===== config.mk =====
export PLATFORM = sky130hd
export DESIGN_NAME = quadrilatero_lsu_issue_dispatcher
export DESIGN_NICKNAME = d
export VERILOG_FILES = /design/src/rtl/quadrilatero_lsu_issue_dispatcher.sv
export SDC_FILE = /design/constraint.sdc
export NUM_CORES = 1
export LEC_CHECK = 0
export ABC_AREA = 0
export CAP_MARGIN = 15
export CORE_MARGIN = 2
export CORE_UTILIZATION = 55
export DETAILED_ROUTE_END_ITERATION = 16
export PLACE_DENSITY = 0.84
export REMOVE_ABC_BUFFERS = 1
export SLEW_MARGIN = 0
export SYNTH_ARGS = -nofsm -noshare
export SYNTH_HDL_FRONTEND = slang
export SYNTH_SLANG_ARGS = --single-unit

===== constraint.sdc =====
create_clock -name clk_i -period 7.6 [get_ports clk_i]
set_clock_uncertainty 0.2 [all_clocks]
set_input_delay 0.76 -clock clk_i [delete_from_list [all_inputs] [get_ports clk_i]]
set_output_delay 0.76 -clock clk_i [all_outputs]
set_load 0.02 [all_outputs]

===== src/rtl/quadrilatero_lsu_issue_dispatcher.sv =====
// Purpose : in-order issue queue feeding N_UNITS load/store units, round-robin unit pick.
// Latency : dispatch edge t -> start_o pulse during cycle t+1 (2 cycles) with an idle unit.
// Backpres: issue_queue_full_o raises early (FULL_MARGIN); pushes at true full are dropped and flagged.
//
// Ports:
//   clk_i, rst_i (async, active-high)        clock and reset
//   flush_i                                  drop every queued entry
//   dispatch_i, dispatched_instr_i           push request and instruction
//   csr_config_i                             current matrix configuration
//   issue_queue_full_o                       early-full toward the dispatcher
//   overflow_o                               sticky: push attempted while completely full
//   busy_i[u]                                unit u is executing
//   start_o[u]                               one-cycle start pulse for unit u
//   issued_instr_o[u*INSTR_W +: INSTR_W]     instruction handed to unit u
//   issued_instr_conf_o[u*CONF_W +: CONF_W]  configuration handed to unit u
//
// Build option: QUADRILATERO_LSU_CONF_SNAPSHOT_EN
//   defined   -> each entry captures csr_config_i at push; issued config comes from the entry.
//   undefined -> only the instruction is queued; csr_config_i is sampled at the issue edge.

module quadrilatero_lsu_issue_dispatcher #(
  parameter int N_SLOTS     = 4,
  parameter int N_UNITS     = 2,
  parameter int INSTR_W     = 32,
  parameter int CONF_W      = 32,
  parameter int FULL_MARGIN = 1
) (
  input  logic                       clk_i,
  input  logic                       rst_i,
  input  logic                       flush_i,
  input  logic                       dispatch_i,
  input  logic [INSTR_W-1:0]         dispatched_instr_i,
  input  logic [CONF_W-1:0]          csr_config_i,
  output logic                       issue_queue_full_o,
  output logic                       overflow_o,
  input  logic [N_UNITS-1:0]         busy_i,
  output logic [N_UNITS-1:0]         start_o,
  output logic [N_UNITS*INSTR_W-1:0] issued_instr_o,
  output logic [N_UNITS*CONF_W-1:0]  issued_instr_conf_o
);

  localparam int CNT_W  = $clog2(N_SLOTS + 1);
  localparam int PTR_W  = $clog2(N_SLOTS);
  localparam int UNIT_W = (N_UNITS > 1) ? $clog2(N_UNITS) : 1;
  // One extra bit so rr_ptr + offset cannot wrap before the explicit modulo.
  localparam int SUM_W  = UNIT_W + 1;

`ifdef QUADRILATERO_LSU_CONF_SNAPSHOT_EN
  localparam int ENTRY_W = INSTR_W + CONF_W;
`else
  localparam int ENTRY_W = INSTR_W;
`endif

  localparam logic [CNT_W-1:0]  SLOTS_C   = CNT_W'(N_SLOTS);
  localparam logic [CNT_W-1:0]  FULL_THR  = CNT_W'(N_SLOTS - FULL_MARGIN);
  localparam logic [PTR_W-1:0]  LAST_SLOT = PTR_W'(N_SLOTS - 1);
  localparam logic [UNIT_W-1:0] LAST_UNIT = UNIT_W'(N_UNITS - 1);
  localparam logic [SUM_W-1:0]  UNITS_C   = SUM_W'(N_UNITS);

  // Queue storage and state
  logic [ENTRY_W-1:0] mem [N_SLOTS];
  logic [PTR_W-1:0]   rd_ptr;
  logic [PTR_W-1:0]   wr_ptr;
  logic [CNT_W-1:0]   count;
  logic [UNIT_W-1:0]  rr_ptr;

  // Datapath / control
  logic               push;
  logic               pop;
  logic               empty;
  logic [N_UNITS-1:0] eligible;
  logic               sel_vld;
  logic [UNIT_W-1:0]  sel_unit;
  logic [SUM_W-1:0]   cand;
  logic [ENTRY_W-1:0] wr_entry;
  logic [ENTRY_W-1:0] head;
  logic [INSTR_W-1:0] head_instr;
  logic [CONF_W-1:0]  head_conf;

  function automatic logic [PTR_W-1:0] ptr_inc(input logic [PTR_W-1:0] p);
    // Explicit wrap so non-power-of-2 depths work.
    return (p == LAST_SLOT) ? '0 : p + PTR_W'(1);
  endfunction

  assign empty = (count == '0);

  // A unit that was just started has not raised busy_i yet; start_o covers that gap.
  assign eligible = ~busy_i & ~start_o;

  // Space is judged on the current count only: a same-cycle pop does not make room.
  assign push = dispatch_i && (count < SLOTS_C) && !flush_i;
  assign pop  = !empty && sel_vld && !flush_i;

  assign issue_queue_full_o = (count >= FULL_THR);

  assign head       = mem[rd_ptr];
  assign head_instr = head[INSTR_W-1:0];

`ifdef QUADRILATERO_LSU_CONF_SNAPSHOT_EN
  assign wr_entry  = {csr_config_i, dispatched_instr_i};
  assign head_conf = head[INSTR_W +: CONF_W];
`else
  assign wr_entry  = dispatched_instr_i;
  assign head_conf = csr_config_i;
`endif

  // First eligible unit at or after rr_ptr, wrapping modulo N_UNITS.
  always_comb begin
    sel_vld  = 1'b0;
    sel_unit = '0;
    cand     = '0;
    for (int k = 0; k < N_UNITS; k++) begin
      cand = SUM_W'(rr_ptr) + SUM_W'(k);
      if (cand >= UNITS_C) begin
        cand = cand - UNITS_C;
      end
      if (!sel_vld && eligible[cand[UNIT_W-1:0]]) begin
        sel_vld  = 1'b1;
        sel_unit = cand[UNIT_W-1:0];
      end
    end
  end

  // Entry storage needs no reset: count gates every read.
  always_ff @(posedge clk_i) begin
    if (push) begin
      mem[wr_ptr] <= wr_entry;
    end
  end

  always_ff @(posedge clk_i or posedge rst_i) begin
    if (rst_i) begin
      rd_ptr              <= '0;
      wr_ptr              <= '0;
      count               <= '0;
      rr_ptr              <= '0;
      overflow_o          <= 1'b0;
      start_o             <= '0;
      issued_instr_o      <= '0;
      issued_instr_conf_o <= '0;
    end else begin
      start_o <= '0;

      if (dispatch_i && (count == SLOTS_C)) begin
        overflow_o <= 1'b1;
      end

      if (flush_i) begin
        rd_ptr <= '0;
        wr_ptr <= '0;
        count  <= '0;
      end else begin
        if (push) begin
          wr_ptr <= ptr_inc(wr_ptr);
        end
        if (pop) begin
          rd_ptr <= ptr_inc(rd_ptr);
        end
        if (push && !pop) begin
          count <= count + CNT_W'(1);
        end else if (pop && !push) begin
          count <= count - CNT_W'(1);
        end
      end

      // pop already excludes flush, so a flush cycle never issues.
      if (pop) begin
        start_o[sel_unit]                                        <= 1'b1;
        issued_instr_o[int'(sel_unit) * INSTR_W +: INSTR_W]      <= head_instr;
        issued_instr_conf_o[int'(sel_unit) * CONF_W +: CONF_W]   <= head_conf;
        rr_ptr <= (sel_unit == LAST_UNIT) ? '0 : sel_unit + UNIT_W'(1);
      end
    end
  end

endmodule


---- Word level (Yosys, flattened, before mapping) ----
Memories as Yosys holds them, arrays and structs flattened.
Cells that the tools add are included.
cells by class
  $lt $le $gt $ge ......................... 8
  shift-type cells ........................ 3
  equality and inequality tests ........... 3
  reductions and logical operators ........ 18
  add/subtract/negate cells ............... 9
  bitwise gates (word level) .............. 3
  muxes and demuxes ....................... 27
operators by type and width
  operator                    count
  $bwmux W64                  2
  $shiftx A32 B33 Y64         2
  $shift A32 B33 Y64 const A  1
  $neg A6 Y33                 1
  $mux W1                     14
  $mux W2                     7
  $logic_and A1 B1 Y1         9
  $mux W3                     3
  $lt A1 B2 Y1 const B        3
  $logic_not A1 Y1            5
  $add A2 B1 Y2 const B       2
  $eq A2 B2 Y1 const B        2
  $not A2 Y2                  2
  $reduce_bool A2 Y1          2
  $add A3 B1 Y3 const B       1
  $eq A3 B3 Y1 const B        1
  $ge A3 B2 Y1 const B        1
  $logic_not A3 Y1            1
  $lt A3 B3 Y1 const B        1
  $reduce_bool A3 Y1          1
  $sub A3 B1 Y3 const B       1
  $add A1 B1 Y2 const B       1
  $and A2 B2 Y2               1
  $ge A1 B2 Y1 const B        1
  other kinds (5)             6
word-level totals
  output and inout bits ................... 132
  memory bits (writable) .................. 128
  memories ................................ 1
  logic and storage cells ................. 80
  register bits after elaboration ......... 139
memories
  memory  depth  width  rd ports  clocked after Yosys merged registers in  write ports  RTL line  RTL
  mem     4      32     1         0                                        1            61        logic [ENTRY_W-1:0] mem [N_SLOTS];

---- Depth between registers and ports, before layout ----
  word-level depth ........................ 14
  gate-level depth with buffers ........... 7
  depth with buffers taken out ............ 7

---- Worst setup path before layout ----
OpenSTA, ideal clock, no wires.
  path type ............................... input -> register
  start ................................... input port flush_i
  end ..................................... memory mem[0][0] in the netlist's numbering (enable)
  arrival ................................. 1.939 ns
  path slack .............................. 5.068 ns
  cell stages on the path ................. 3
  path buffers ............................ 1
  cell sequence ........................... clkbuf_1 -> nor2_1 -> and2_1
between the ends
  cells in the longest elaborated chain, start to end .. 4
ends and longest elaborated chain
  item                           RTL line  RTL
  start, declared                30        input logic flush_i,
  $logic_not A1 Y1               91        assign push = dispatch_i && (count < SLOTS_C) && !flush_i;
  $logic_and A1 B1 Y1            91
  $mux W1                        126       if (push) begin
  $mux W1 (not written as such)  127       mem[wr_ptr] <= wr_entry;
  end, declared                  61
No other way between the ends.

---- Worst setup path in the final report ----
  start ................................... input port flush_i
  end ..................................... register issued_instr_conf_o[29]
between the ends
  cells in the longest elaborated chain, start to end .. 2
ends and longest elaborated chain
  item                           RTL line  RTL
  $logic_not A1 Y1               92        assign pop = !empty && sel_vld && !flush_i;
  $logic_and A1 B1 Y1            92
  end signal, assigned by index  170       issued_instr_conf_o[int'(sel_unit) * CONF_W +: CONF_W] <= head_conf;
  end, declared                  39        output logic [N_UNITS*CONF_W-1:0] issued_instr_conf_o
No other way between the ends.
A chain may end at the register's enable or synchronous reset.

==> results.toml <==
[sta]
period_share = 0.400
fin_crit_ns = 3.04
worst_pin_slew_ns = 1.16
setup_viol_count_final = 0
setup_ws_ns = 4.56
whs_ns = 0.303
hold_viol = 0
tns_ns = 0
rsz0062_at_grt = "no"
slew_violations = 0
max_freq_mhz = 329
max_slew_margin = 0.226

[place]
numPortBuffers = 201
gp_congestion = 0.835
post-place-ws_ns = 4.05
dp.cells = 925
hpwl_um = 13200

[min_path]
hold_end = "issued_instr_conf_o[61]$_DFFE_PP0P_"
min_path_type = "reg2reg"
min_from = "issued_instr_conf_o[61]$_DFFE_PP0P_"
min_delay_path_depth = 1

[detailed_routing]
drt_wl_total_um = 21500
drt_iter0_drc = 304
highest_layer = "met5"
wl_met3_um = 1780
antenna_left = 0
num_vias = 5415
via_per_inst = 5.55
wirelength_met1_um = 8740
avgRoutedWirePerCell_um = 22.0
drc = 0
dr.pass1.iters = 4
wl_met2_um = 10500

[clock_network]
h-tree-depth = 1
cts_hold_buffers = 0
cts.clk_slew.worst_paths_ns = 0.06
numCtsBuffers = 27
cts_tree = "built"
clock_latency_ns = 0.51
cts.repair.resized = 0
post-cts-setup-buffer-count = 0
cts_buffer_depth = 3
cts_root_buf = "clkbuf_16"
numClockSinks = 267

[pwr]
p_leak_nw = 5.18
ir_drop_v = 0.000251
p_sw_mw = 1.83
seqPwrFrac = 0.377
switching_share = 0.313
power.internal_mw = 4.02
p_comb_frac = 0.399
pwr-share-clk = 0.225
power_density_mw_per_mm2 = 435

[yosys]
syn_inst = 510
synth_warnings = 0
synth.ff_latch_count = 267
synth.distinct_cells = 32
yosysSeqAreaShare = 0.705
syn_area_mm2 = 0.0104
syn_area_per_cell_um2 = 20.4

[floorplan]
die_area_mm2 = 0.0200
start_util = 0.559
row_count = 50
io_pins = 202
die_y_um = 141
fp.dieW_um = 141
core_area_mm2 = 0.0186

[critical_path]
r2r-end = "issued_instr_conf_o[29]$_DFFE_PP0P_"
critPathKind = "in2reg"
rr_worst_depth = 5
endpoint_kind = "flip-flop"
critPathRequiredTime_ns = 7.79
cp.arrival_ns = 3.23
startpoint_type = "primary input"
crit_fanout = 62
ff2ff_setup_slack_ns = 4.91
rr_startpoint = "count[2]$_DFFE_PP0P_"

[global_route]
globalRouteOverflowTotal = 0
grtUsageTotal = 0.218
grt_pass1_wl_um = 33800
grt_max_degree = 77
antenna_found_initial = 1
grt_pass1_vias = 5886

[final_layout]
antenna_cells = 0
final_common_cell = "clkdlybuf4s50_1"
final_layout_size_suffix_gt1_frac = 0.294
final_core_util = 0.725
layout_common_cells = "clkdlybuf4s50_1, dfrtp_1, edfxtp_1, mux2_4, mux2_2"
fill_cells = 1082
area_delta_synth_final_pct = 29.9
finalNetCount = 797
stdcell_count = 975

[status]
status = "completed"

[run]
max-cap-violations = 0
==> cell usage after synthesis (all sizes together) <==
cell type	count	area (um2)
a21o	1	7.51
a21oi	4	20.0
a31o	1	8.76
a31oi	1	6.26
and2	4	25.0
and3	1	6.26
buf	18	159
clkbuf	5	18.8
dfrtp	139	3480
edfxtp	128	3840
fa	1	20.0
ha	5	62.6
inv	5	18.8
mux2	128	1780
mux2i	1	10.0
mux4	32	721
nand2	6	22.5
nand2b	1	6.26
nor2	10	40.0
nor2b	2	12.5
nor3	6	41.3
nor3b	2	15.0
o21a	1	7.51
o21ai	4	20.0
o22a	1	8.76
o22ai	1	6.26
o311a	1	10.0
or4	1	7.51
==> per-stage QoR <==
step / power, mW / instance area (um2)
6_report: 5.86 / 13500
5_1_grt: 6.11 / 13500
4_1_cts: 5.91 / 13500
3_5_place_dp: 4.56 / 12600
3_3_place_gp: 4.48 / 12600
2_1_floorplan: 3.56 / 10200
==> how the worst max path moves through the flow <==
stage | start | to | slack (ns) | cells past startpoint
floorplan | rst_i | count[0]$_DFFE_PP0P_ | 2.92 | 1
global placement | flush_i | issued_instr_conf_o[21]$_DFFE_PP0P_ | 4.15 | 5
detailed placement | flush_i | issued_instr_conf_o[24]$_DFFE_PP0P_ | 4.05 | 5
CTS | flush_i | issued_instr_conf_o[29]$_DFFE_PP0P_ | 4.58 | 5
global route | flush_i | issued_instr_conf_o[18]$_DFFE_PP0P_ | 4.46 | 5
finish | flush_i | issued_instr_conf_o[29]$_DFFE_PP0P_ | 4.56 | 5
==> layer usage <==
metal,up-vias,global-route usage
li1,2364,-
met1,2767,0.293
met2,244,0.366
met3,38,0.0503
met4,2,0.0537
met5,-,0
==> cell families (layout without fill, tap and decap cells) <==
family	count (synthesis)	count (layout)	share of synthesized area
compound gates	15	15	0.00916
fa+ha+maj	6	6	0.00796
buf+inv	28	259	0.0189
flops	267	267	0.705
mux	161	161	0.241
simple gates	33	33	0.0170
==> critical path, stage by stage <==
cell and delay [ns]:
clkdlybuf4s50_1 0.60, nor2_2 0.26, and3_4 0.25, buf_4 0.90, mux2_2 0.42
==> power groups by stage <==
stage	Sequential, mW	Clock [mW]	Combinational [mW]
final	2.21	1.32	2.34
after global routing	2.26	1.40	2.46
after CTS	2.21	1.34	2.36
after detailed placement	2.22	0	2.34
after global placement	2.20	0	2.28
after floorplan	2.64	0	0.916
==> cell type report <==
| cell class | count | area, um2 | share of cell area |
|---|---|---|---|
| repair buffers | 205 | 2060 | 0.153 |
| well taps | 234 | 293 | 0.0217 |
| clock inverters | 14 | 156 | 0.0116 |
| flip-flops and latches | 267 | 7320 | 0.543 |
| multi-input cells | 215 | 2880 | 0.214 |
| inverters | 5 | 23.8 | 0.00176 |
| clock buffers | 35 | 737 | 0.0547 |
==> sequential cells by signal, summed over array words and instances (netlist names) <==
signal,flops
count,3
issued_instr_o,64
wr_ptr,2
rd_ptr,2
overflow_o,1
rr_ptr,1
start_o,2
mem,128
issued_instr_conf_o,64
(Power assumes the default switching activity.)
